`config.mk`:
```
export PLATFORM = sky130hd
export DESIGN_NAME = mem_arbiter
export DESIGN_NICKNAME = d
export VERILOG_FILES = /design/src/rtl/mem_arbiter.sv
export SDC_FILE = /design/constraint.sdc
export NUM_CORES = 1
export LEC_CHECK = 0
export ABC_CLOCK_PERIOD_IN_PS = 2400
export BUFFER_PORTS_ARGS = -buffer_cell sky130_fd_sc_hd__buf_2
export CORE_MARGIN = 2
export CORE_UTILIZATION = 40
export DETAILED_ROUTE_END_ITERATION = 8
export PLACE_DENSITY_LB_ADDON = 0.08
export REMOVE_ABC_BUFFERS = 1
export SLEW_MARGIN = 20
export SYNTH_ARGS = -nofsm -noshare
export SYNTH_HDL_FRONTEND = slang
export SYNTH_SLANG_ARGS = --single-unit
```
`constraint.sdc`:
```
create_clock -name clk -period 2.4 [get_ports clk]
set_input_delay 0.48 -clock clk [delete_from_list [all_inputs] [get_ports clk]]
set_output_delay 0.48 -clock clk [all_outputs]
set_load 0.03 [all_outputs]
```
`src/rtl/mem_arbiter.sv`:
```
// Three-way memory port arbiter: debug always wins, fetch and load/store alternate
// round-robin. One access in flight at a time; an access with no mem_ready is aborted after TIMEOUT cycles.
module mem_arbiter #(
    parameter int ADDR_W  = 16,
    parameter int DATA_W  = 32,
    parameter int TIMEOUT = 8
) (
    input  logic              clk,
    input  logic              reset,
    input  logic              if_req,
    input  logic              ls_req,
    input  logic              dbg_req,
    input  logic [ADDR_W-1:0] if_addr,
    input  logic [ADDR_W-1:0] ls_addr,
    input  logic [ADDR_W-1:0] dbg_addr,
    input  logic              ls_we,
    input  logic              dbg_we,
    input  logic [DATA_W-1:0] ls_wdata,
    input  logic [DATA_W-1:0] dbg_wdata,
    output logic              if_ack,
    output logic              ls_ack,
    output logic              dbg_ack,
    output logic [DATA_W-1:0] rdata,
    output logic              err,
    output logic              mem_en,
    output logic              mem_we,
    output logic [ADDR_W-1:0] mem_addr,
    output logic [DATA_W-1:0] mem_wdata,
    input  logic [DATA_W-1:0] mem_rdata,
    input  logic              mem_ready,
    output logic              busy,
    output logic [1:0]        grant_id
);
    localparam int CNT_W = (TIMEOUT > 1) ? $clog2(TIMEOUT) : 1;
    localparam logic [CNT_W-1:0] LAST_WAIT = CNT_W'(TIMEOUT - 1);

    localparam logic [1:0] GRANT_NONE = 2'd0;
    localparam logic [1:0] GRANT_IF   = 2'd1;
    localparam logic [1:0] GRANT_LS   = 2'd2;
    localparam logic [1:0] GRANT_DBG  = 2'd3;

    typedef enum logic [1:0] {IDLE, ACCESS, RESP} state_t;

    state_t            state_q, state_d;
    logic [1:0]        grant_q, grant_d;
    logic              lastLs_q, lastLs_d;
    logic [CNT_W-1:0]  waitCnt_q, waitCnt_d;
    logic              memEn_q, memEn_d;
    logic              memWe_q, memWe_d;
    logic [ADDR_W-1:0] memAddr_q, memAddr_d;
    logic [DATA_W-1:0] memWdata_q, memWdata_d;
    logic [DATA_W-1:0] rdata_q, rdata_d;
    logic              err_q, err_d;
    logic              ifAck_q, ifAck_d;
    logic              lsAck_q, lsAck_d;
    logic              dbgAck_q, dbgAck_d;
    logic              busy_q, busy_d;
    logic [1:0]        winner;
    logic              accessDone;

    always_ff @(posedge clk or negedge reset) begin
        if (!reset) begin
            state_q    <= IDLE;
            grant_q    <= GRANT_NONE;
            lastLs_q   <= 1'b1;
            waitCnt_q  <= '0;
            memEn_q    <= 1'b0;
            memWe_q    <= 1'b0;
            memAddr_q  <= '0;
            memWdata_q <= '0;
            rdata_q    <= '0;
            err_q      <= 1'b0;
            ifAck_q    <= 1'b0;
            lsAck_q    <= 1'b0;
            dbgAck_q   <= 1'b0;
            busy_q     <= 1'b0;
        end else begin
            state_q    <= state_d;
            grant_q    <= grant_d;
            lastLs_q   <= lastLs_d;
            waitCnt_q  <= waitCnt_d;
            memEn_q    <= memEn_d;
            memWe_q    <= memWe_d;
            memAddr_q  <= memAddr_d;
            memWdata_q <= memWdata_d;
            rdata_q    <= rdata_d;
            err_q      <= err_d;
            ifAck_q    <= ifAck_d;
            lsAck_q    <= lsAck_d;
            dbgAck_q   <= dbgAck_d;
            busy_q     <= busy_d;
        end
    end

    // Every output is computed here one cycle ahead, so the ports come straight from flops.
    always_comb begin
        state_d    = state_q;
        grant_d    = grant_q;
        lastLs_d   = lastLs_q;
        waitCnt_d  = waitCnt_q;
        memWe_d    = memWe_q;
        memAddr_d  = memAddr_q;
        memWdata_d = memWdata_q;
        rdata_d    = rdata_q;
        memEn_d    = 1'b0;
        err_d      = 1'b0;
        ifAck_d    = 1'b0;
        lsAck_d    = 1'b0;
        dbgAck_d   = 1'b0;
        winner     = GRANT_NONE;
        accessDone = 1'b0;

        case (state_q)
            IDLE: begin
                if (dbg_req)
                    winner = GRANT_DBG;
                else if (if_req && ls_req)
                    winner = lastLs_q ? GRANT_IF : GRANT_LS;
                else if (if_req)
                    winner = GRANT_IF;
                else if (ls_req)
                    winner = GRANT_LS;

                if (winner != GRANT_NONE) begin
                    state_d = ACCESS;
                    grant_d = winner;
                    memEn_d = 1'b1;
                    case (winner)
                        GRANT_IF: begin
                            memAddr_d  = if_addr;
                            memWe_d    = 1'b0;
                            memWdata_d = '0;
                            lastLs_d   = 1'b0;
                        end
                        GRANT_LS: begin
                            memAddr_d  = ls_addr;
                            memWe_d    = ls_we;
                            memWdata_d = ls_wdata;
                            lastLs_d   = 1'b1;
                        end
                        default: begin
                            memAddr_d  = dbg_addr;
                            memWe_d    = dbg_we;
                            memWdata_d = dbg_wdata;
                        end
                    endcase
                end
            end

            // The wait counter holds the number of completed stalled cycles of this access.
            ACCESS: begin
                if (mem_ready) begin
                    accessDone = 1'b1;
                    if (!memWe_q)
                        rdata_d = mem_rdata;
                end else if (waitCnt_q == LAST_WAIT) begin
                    accessDone = 1'b1;
                    err_d      = 1'b1;
                end else begin
                    memEn_d   = 1'b1;
                    waitCnt_d = waitCnt_q + CNT_W'(1);
                end

                if (accessDone) begin
                    state_d  = RESP;
                    ifAck_d  = (grant_q == GRANT_IF);
                    lsAck_d  = (grant_q == GRANT_LS);
                    dbgAck_d = (grant_q == GRANT_DBG);
                end
            end

            RESP: begin
                state_d   = IDLE;
                grant_d   = GRANT_NONE;
                waitCnt_d = '0;
            end

            default: begin
                state_d   = IDLE;
                grant_d   = GRANT_NONE;
                waitCnt_d = '0;
            end
        endcase

        busy_d = (state_d != IDLE);
    end

    assign if_ack    = ifAck_q;
    assign ls_ack    = lsAck_q;
    assign dbg_ack   = dbgAck_q;
    assign rdata     = rdata_q;
    assign err       = err_q;
    assign mem_en    = memEn_q;
    assign mem_we    = memWe_q;
    assign mem_addr  = memAddr_q;
    assign mem_wdata = memWdata_q;
    assign busy      = busy_q;
    assign grant_id  = grant_q;

endmodule

```
==> results.ini, run 1 <==
[timing]
worst_slew_pin_slew_ns=0.674
skew_ns=0.0110
rsz0062_at_grt=false
tns_ns=0
holdWs_ns=0.0629
slew_headroom=0.551
fmax_mhz=458
post-route-min-period_ns=2.18
fin_crit_sh=0.910
setup_violations=0
hold_viol=0
drv_slew=0

[setup_path]
cp_cell_sequence=nand2b_1 -> a21oi_1 -> ha_1 -> or3_2 -> buf_6 -> a221oi_1 -> nor2_1
slowest_stage=dfstp_2
slowest_delay_ns=0.55
cp_top_family=simple AND/OR/NAND/NOR gates
cp.buffers_inverters=1
worstRegToRegCells=7
end_kind=register
critPathLaunchType=register
cp.required_ns=2.63
cp_data_arrival_time_ns=2.41
setup.worst_path.class=register to register
r2r_slack_ns=0.22
worstPathMaxFanout=33
crit_cells=7

[detailed_routing]
drc=0
drtIter0Drc=154
post_drt_wl_per_cell_um=14.7
routed_wl_mm=11.1
vias=3728
antenna_left=0
dr.pass1.iters=4
via_per_inst=4.92

[placed_design]
portBuffers=240
dpl_cell_area_um2=5580
place_congestion=0.788
place.detailed.hpwl_mm=8.48

[clocking]
clockBufferDepth=2
cts-htree-levels=3
cts_tree=yes
cts_buffers=9
clock_latency_ns=0.35
ctsResizeCount=0
cts_root_buf=clkbuf_8
hold_buffers=0
post_cts_buffers=0
cts_sinks=95
path_clk_slew_ns=0.09

[logic_synthesis]
ys.flop_type=dfrtp_1
async_flop_share=1.00
syn_avg_cell_area_um2=11.2
synth_edf_count=0
synth_seq_area_share=0.557
yosysWarnings=0
syn_area_um2=4270
synthCells=381
synth_cell_type_count=35
ys_ff_latch=95

[pwr]
ir_drop_mv=0.572
switching_share=0.452
p_sw_uw=3590
power.internal_uw=4360
p_per_area_nw_per_um2=1370
power_frac_seq=0.349
p_clk_frac=0.147
leakagePower_uw=0.00299
p_total_uw=7950
comb_power_share=0.504

[die]
rows=37
fp.dieH_um=107
coreArea_um2=10300
die_w_um=107
initial_core_util=0.413
io_pins=241
die-area_um2=11500

[global_routing]
grt_pass1_vias=3568
grt.total_usage=0.186
antenna_found_initial=1
grt_pass1_wl_mm=16.9
grt_overflow=0
grt_max_degree=50

[final_layout]
final_area_um2=5810
drive_gt1_frac=0.498
antenna_cells=0
syn_to_final_growth_pct=36.2
seq_area_um2=2380
n_fill_cell=954
layout.nets=773
multiInputGateArea_um2=1680

[hold_path]
hold_class=input port to asynchronous set/reset pin

[status]
status=finished clean

[flow_run]
maxCapViolCount=0

-- worst register-to-register path, cell delays in order, from the launching register on --
cell and delay [ns]:
dfstp_2 0.55, nand2b_1 0.10, a21oi_1 0.08, ha_1 0.26
or3_2 0.55, buf_6 0.21, a221oi_1 0.25, nor2_1 0.07
-- state kept, by name, summed over array words and instances, names as in the netlist --
name and cells:
state_q 2, mem_wdata 32, lastLs_q 1, busy 1, grant_id 2, if_ack 1
err 1, waitCnt_q 3, dbg_ack 1, mem_we 1, ls_ack 1, mem_addr 16
mem_en 1, rdata 32
-- per-layer routing --
layer	vias to the layer above	wire, um	GRT usage
li1	1826	-	-
met1	1707	4680	0.236
met2	166	5190	0.294
met3	27	929	0.0527
met4	2	301	0.0891
met5	-	13	0
-- layout by cell type, fill, tap and decap left out, drive strengths merged --
| master | n |
|---|---|
| clkinv | 3 |
| ha | 5 |
| inv | 6 |
| a31oi | 1 |
| clkbuf | 10 |
| nand2b | 18 |
| nor3b | 5 |
| buf | 254 |
| or2 | 1 |
| mux2i | 2 |
| dfrtp | 94 |
| a211oi | 2 |
| dfstp | 1 |
| and2 | 1 |
| and4b | 1 |
| nor2 | 44 |
| mux2 | 32 |
| a221o | 16 |
| or3 | 1 |
| bufinv | 2 |
| a221oi | 17 |
| nand2 | 18 |
| nor3 | 1 |
| nor2b | 1 |
| xnor2 | 1 |
| o21ai | 17 |
| and3 | 16 |
| nand3 | 17 |
| a21oi | 34 |
-- per-stage QoR --
step | instances | worst slack (ns) | util
floorplan | 351 | -0.438 | -
global placement | 741 | 0.206 | 0.540
detailed placement | 741 | 0.132 | 0.540
CTS | 757 | 0.147 | 0.563
global route | 757 | 0.0291 | 0.563
finish | 757 | 0.217 | 0.563
-- cell families after synthesis --
kind of cell             after synthesis  share of synthesized area
AND/OR/NAND/NOR                      124                      0.150
flip-flops                            95                      0.557
multiplexers                          34                     0.0891
AO/OA/AOI/OAI                         87                      0.137
buffers and inverters                 35                     0.0498
adder cells (fa/ha/maj)                5                     0.0147
XOR/XNOR                               1                    0.00205
-- synth_stat cells, types with 2 or more instances --
| cell | count | share of area |
|---|---|---|
| dfrtp_1 | 94 | 0.55 |
| nor2_1 | 43 | 0.038 |
| a21oi_1 | 34 | 0.040 |
| mux2_2 | 31 | 0.082 |
| nand2_1 | 18 | 0.016 |
| a221oi_1 | 17 | 0.035 |
| nand2b_1 | 17 | 0.025 |
| nand3_1 | 17 | 0.020 |
| o21ai_0 | 17 | 0.020 |
| a221o_1 | 16 | 0.038 |
| and3_1 | 16 | 0.023 |
| clkbuf_1 | 15 | 0.013 |
| buf_6 | 8 | 0.021 |
| buf_2 | 5 | 0.0059 |
| ha_1 | 5 | 0.015 |
| inv_1 | 5 | 0.0044 |
| nor3b_1 | 3 | 0.0053 |
| a211oi_1 | 2 | 0.0035 |
| mux2i_1 | 2 | 0.0047 |
-- path summary, 6_finish.rpt --
| kind | to | from |
|---|---|---|
| min in group clk | err$_DFF_PN0_ | mem_ready |
| setup reg to reg | mem_wdata[17]$_DFFE_PN0P_ | lastLs_q$_DFFE_PN1P_ |
| hold reg to reg | mem_wdata[2]$_DFFE_PN0P_ | mem_wdata[2]$_DFFE_PN0P_ |
| max in group asynchronous | rdata[19]$_DFFE_PN0P_ | reset |
| hold / removal | rdata[11]$_DFFE_PN0P_ | reset |
| setup / recovery | mem_wdata[17]$_DFFE_PN0P_ | lastLs_q$_DFFE_PN1P_ |
-- power by group through the flow --
stage / Sequential, uW / Clock (uW) / Combinational (uW)
after floorplan: 4150 / 0 / 1330
after global placement: 2780 / 0 / 3980
after detailed placement: 2790 / 0 / 4060
after CTS: 2780 / 1210 / 4050
after global routing: 2860 / 1270 / 4330
final: 2770 / 1170 / 4010
-- cell type report --
class / count / area share
timing repair buffer: 254 / 0.230
clock buffer: 10 / 0.0237
sequential: 95 / 0.409
clock inverter: 6 / 0.0157
inverter: 5 / 0.00323
tap: 136 / 0.0293
multi-input combinational: 251 / 0.289
Power figures use the tool's default switching activity.
==> run 2, diff against run 1 <==
--- a/config.mk
+++ b/config.mk
@@ -5,7 +5,7 @@
 export SDC_FILE = /design/constraint.sdc
 export NUM_CORES = 1
 export LEC_CHECK = 0
-export ABC_CLOCK_PERIOD_IN_PS = 2400
+export ABC_CLOCK_PERIOD_IN_PS = 2390
 export BUFFER_PORTS_ARGS = -buffer_cell sky130_fd_sc_hd__buf_2
 export CORE_MARGIN = 2
 export CORE_UTILIZATION = 40
==> constraint.sdc (replaced) <==
create_clock -name clk -period 2.39 [get_ports clk]
set_input_delay 0.478 -clock clk [delete_from_list [all_inputs] [get_ports clk]]
set_output_delay 0.478 -clock clk [all_outputs]
set_load 0.03 [all_outputs]
==> run 2 against run 1 <==
Effect of this change: critical path depth is the same; via count about the same; count of clock-buffer cells in the layout unchanged; power decreased by 2.6%.
==> results.ini, run 2 (same netlist as run 1, synthesis figures left out) <==
[pwr]
p_total_uw=7740  ; -2.6%
switching_share=0.465  ; +0.0139
power.internal_uw=4140  ; -5.0%
p_sw_uw=3600  ; +0.44%
power_frac_seq=0.359  ; +0.010
p_clk_frac=0.121  ; -0.026
comb_power_share=0.519  ; +0.015
p_per_area_nw_per_um2=1340  ; -1.7%
leakagePower_uw=0.00296  ; -1.1%
ir_drop_mv=0.665  ; +16%

[timing]
skew_ns=0.00789  ; -0.00308 ns
fin_crit_sh=0.920  ; +0.00988
setup_violations=0  ; unchanged
fmax_mhz=455  ; -0.66%
hold_viol=0  ; unchanged
tns_ns=0  ; unchanged
slew_headroom=0.531  ; -0.0197
worst_slew_pin_slew_ns=0.703  ; +0.0295 ns
rsz0062_at_grt=false
post-route-min-period_ns=2.20  ; +0.0145 ns
drv_slew=0  ; unchanged

[detailed_routing]
dr.pass1.iters=4  ; unchanged
drtIter0Drc=134  ; -13%
vias=3731  ; +0.080%
post_drt_wl_per_cell_um=14.5  ; -1.1%
via_per_inst=4.93  ; about the same
antenna_left=0  ; unchanged
routed_wl_mm=11.0  ; -1.1%
drc=0  ; unchanged

[final_layout]
antenna_cells=0  ; unchanged
syn_to_final_growth_pct=35.0
final_common_cell=buf_2
n_fill_cell=946  ; -0.84%
final_cell_mix=buf_2 (239), dfrtp_1 (94), nor2_1 (43), a21oi_1 (34), mux2_2 (31)
drive_gt1_frac=0.498  ; unchanged
layout.nets=773  ; unchanged
final_area_um2=5760  ; -0.84%
utilization=0.558  ; -0.00473

[setup_path]
crit_cells=7  ; unchanged
end_kind=register
slowest_stage=dfstp_2
cp.buffers_inverters=1  ; unchanged
crit_start=lastLs_q$_DFFE_PN1P_
cp_top_family=simple AND/OR/NAND/NOR gates
worstPathMaxFanout=33  ; unchanged
cp.required_ns=2.62  ; about the same
r2r-start=lastLs_q$_DFFE_PN1P_
cp_data_arrival_time_ns=2.43  ; +0.02 ns
critPathLaunchType=register
setup.worst_path.class=register to register
worstRegToRegCells=7  ; unchanged
slowest_delay_ns=0.55  ; about the same
cp_cell_sequence=nand2b_1 -> a21oi_1 -> ha_1 -> or3_2 -> buf_6 -> a221oi_1 -> nor2_1

[flow_run]
maxCapViolCount=0  ; unchanged

[die]
initial_core_util=0.413  ; unchanged
coreArea_um2=10300  ; unchanged
die_w_um=107  ; unchanged
fp.dieH_um=107  ; unchanged
die-area_um2=11500  ; unchanged
rows=37  ; unchanged
io_pins=241  ; unchanged

[status]
status=finished clean

[clocking]
cts-htree-levels=3  ; unchanged
path_clk_slew_ns=0.09  ; about the same
cts_tree=yes
cts_root_buf=clkbuf_8
hold_buffers=0  ; unchanged
cts_sinks=95  ; unchanged
cts_buffers=9  ; unchanged
clockBufferDepth=2  ; unchanged
clock_latency_ns=0.35  ; about the same
post_cts_buffers=0  ; unchanged

[global_routing]
grt_pass1_vias=3589  ; +0.59%
grt_overflow=0  ; unchanged
grt_max_degree=50  ; unchanged
grt.total_usage=0.184  ; -0.00253
grt_pass1_wl_mm=16.7  ; -0.86%
antenna_found_initial=1  ; unchanged

[hold_path]
hold_class=input port to asynchronous set/reset pin

[placed_design]
place.detailed.hpwl_mm=8.43  ; -0.56%
portBuffers=240  ; unchanged
dpl_cell_area_um2=5580  ; unchanged
place_congestion=0.788  ; about the same

run 2: worst register-to-register path: cells and delay by family, from the launching register on:
family | cells | cell delay, ns
buffers and inverters | 1 | 0.21
and+or+nand+nor | 3 | 0.72
AOI/OAI and AO/OA | 2 | 0.34
adders and majority gates | 1 | 0.26
DFF | 1 | 0.55
run 2: final cells by class:
type / count / area, um2 / area share
timing repair buffer: 254 / 1340 / 0.232
multi-input combinational: 251 / 1680 / 0.292
sequential: 95 / 2380 / 0.413
inverter: 5 / 18.8 / 0.00326
clock inverter: 6 / 46.3 / 0.00803
clock buffer: 10 / 128 / 0.0221
tap: 136 / 170 / 0.0295
run 2: power by group through the flow:
| stage | Clock, uW | Combinational [uW] | Sequential [uW] |
|---|---|---|---|
| 6_report | 940 | 4020 | 2780 |
| 5_1_grt | 1050 | 4340 | 2880 |
| 3_3_place_gp | 0 | 4000 | 2790 |
| 2_1_floorplan | 0 | 1330 | 4170 |
| 4_1_cts | 983 | 4060 | 2790 |
| 3_5_place_dp | 0 | 4080 | 2800 |
run 2: timing repair:
action                     in CTS  in global routing
setup endpoints to repair       0                  3
gates resized for setup         0                  2
hold endpoints to repair        0                  0
run 2: through the flow:
step	cells	setup slack, ns	hold WS, ns
2_1_floorplan	351	-0.448	0.182
3_3_place_gp	741	0.198	0.457
3_5_place_dp	741	0.137	0.459
4_1_cts	757	0.141	0.0641
5_1_grt	757	0.0237	0.0773
6_report	757	0.192	0.0626
run 2: per-layer routing:
layer	GRT usage	wire length, um
met4	0.0751	251
met2	0.303	5150
met5	0	13
met1	0.233	4630
met3	0.0442	949
run 2: final timing paths:
kind / to / slack [ns]
setup reg to reg: mem_wdata[17]$_DFFE_PN0P_ / 0.19
setup / recovery: mem_wdata[17]$_DFFE_PN0P_ / 0.19
hold / removal: rdata[11]$_DFFE_PN0P_ / 0.06
hold reg to reg: mem_wdata[24]$_DFFE_PN0P_ / 0.49
min in group clk: err$_DFF_PN0_ / 0.34
max in group asynchronous: rdata[29]$_DFFE_PN0P_ / 1.64
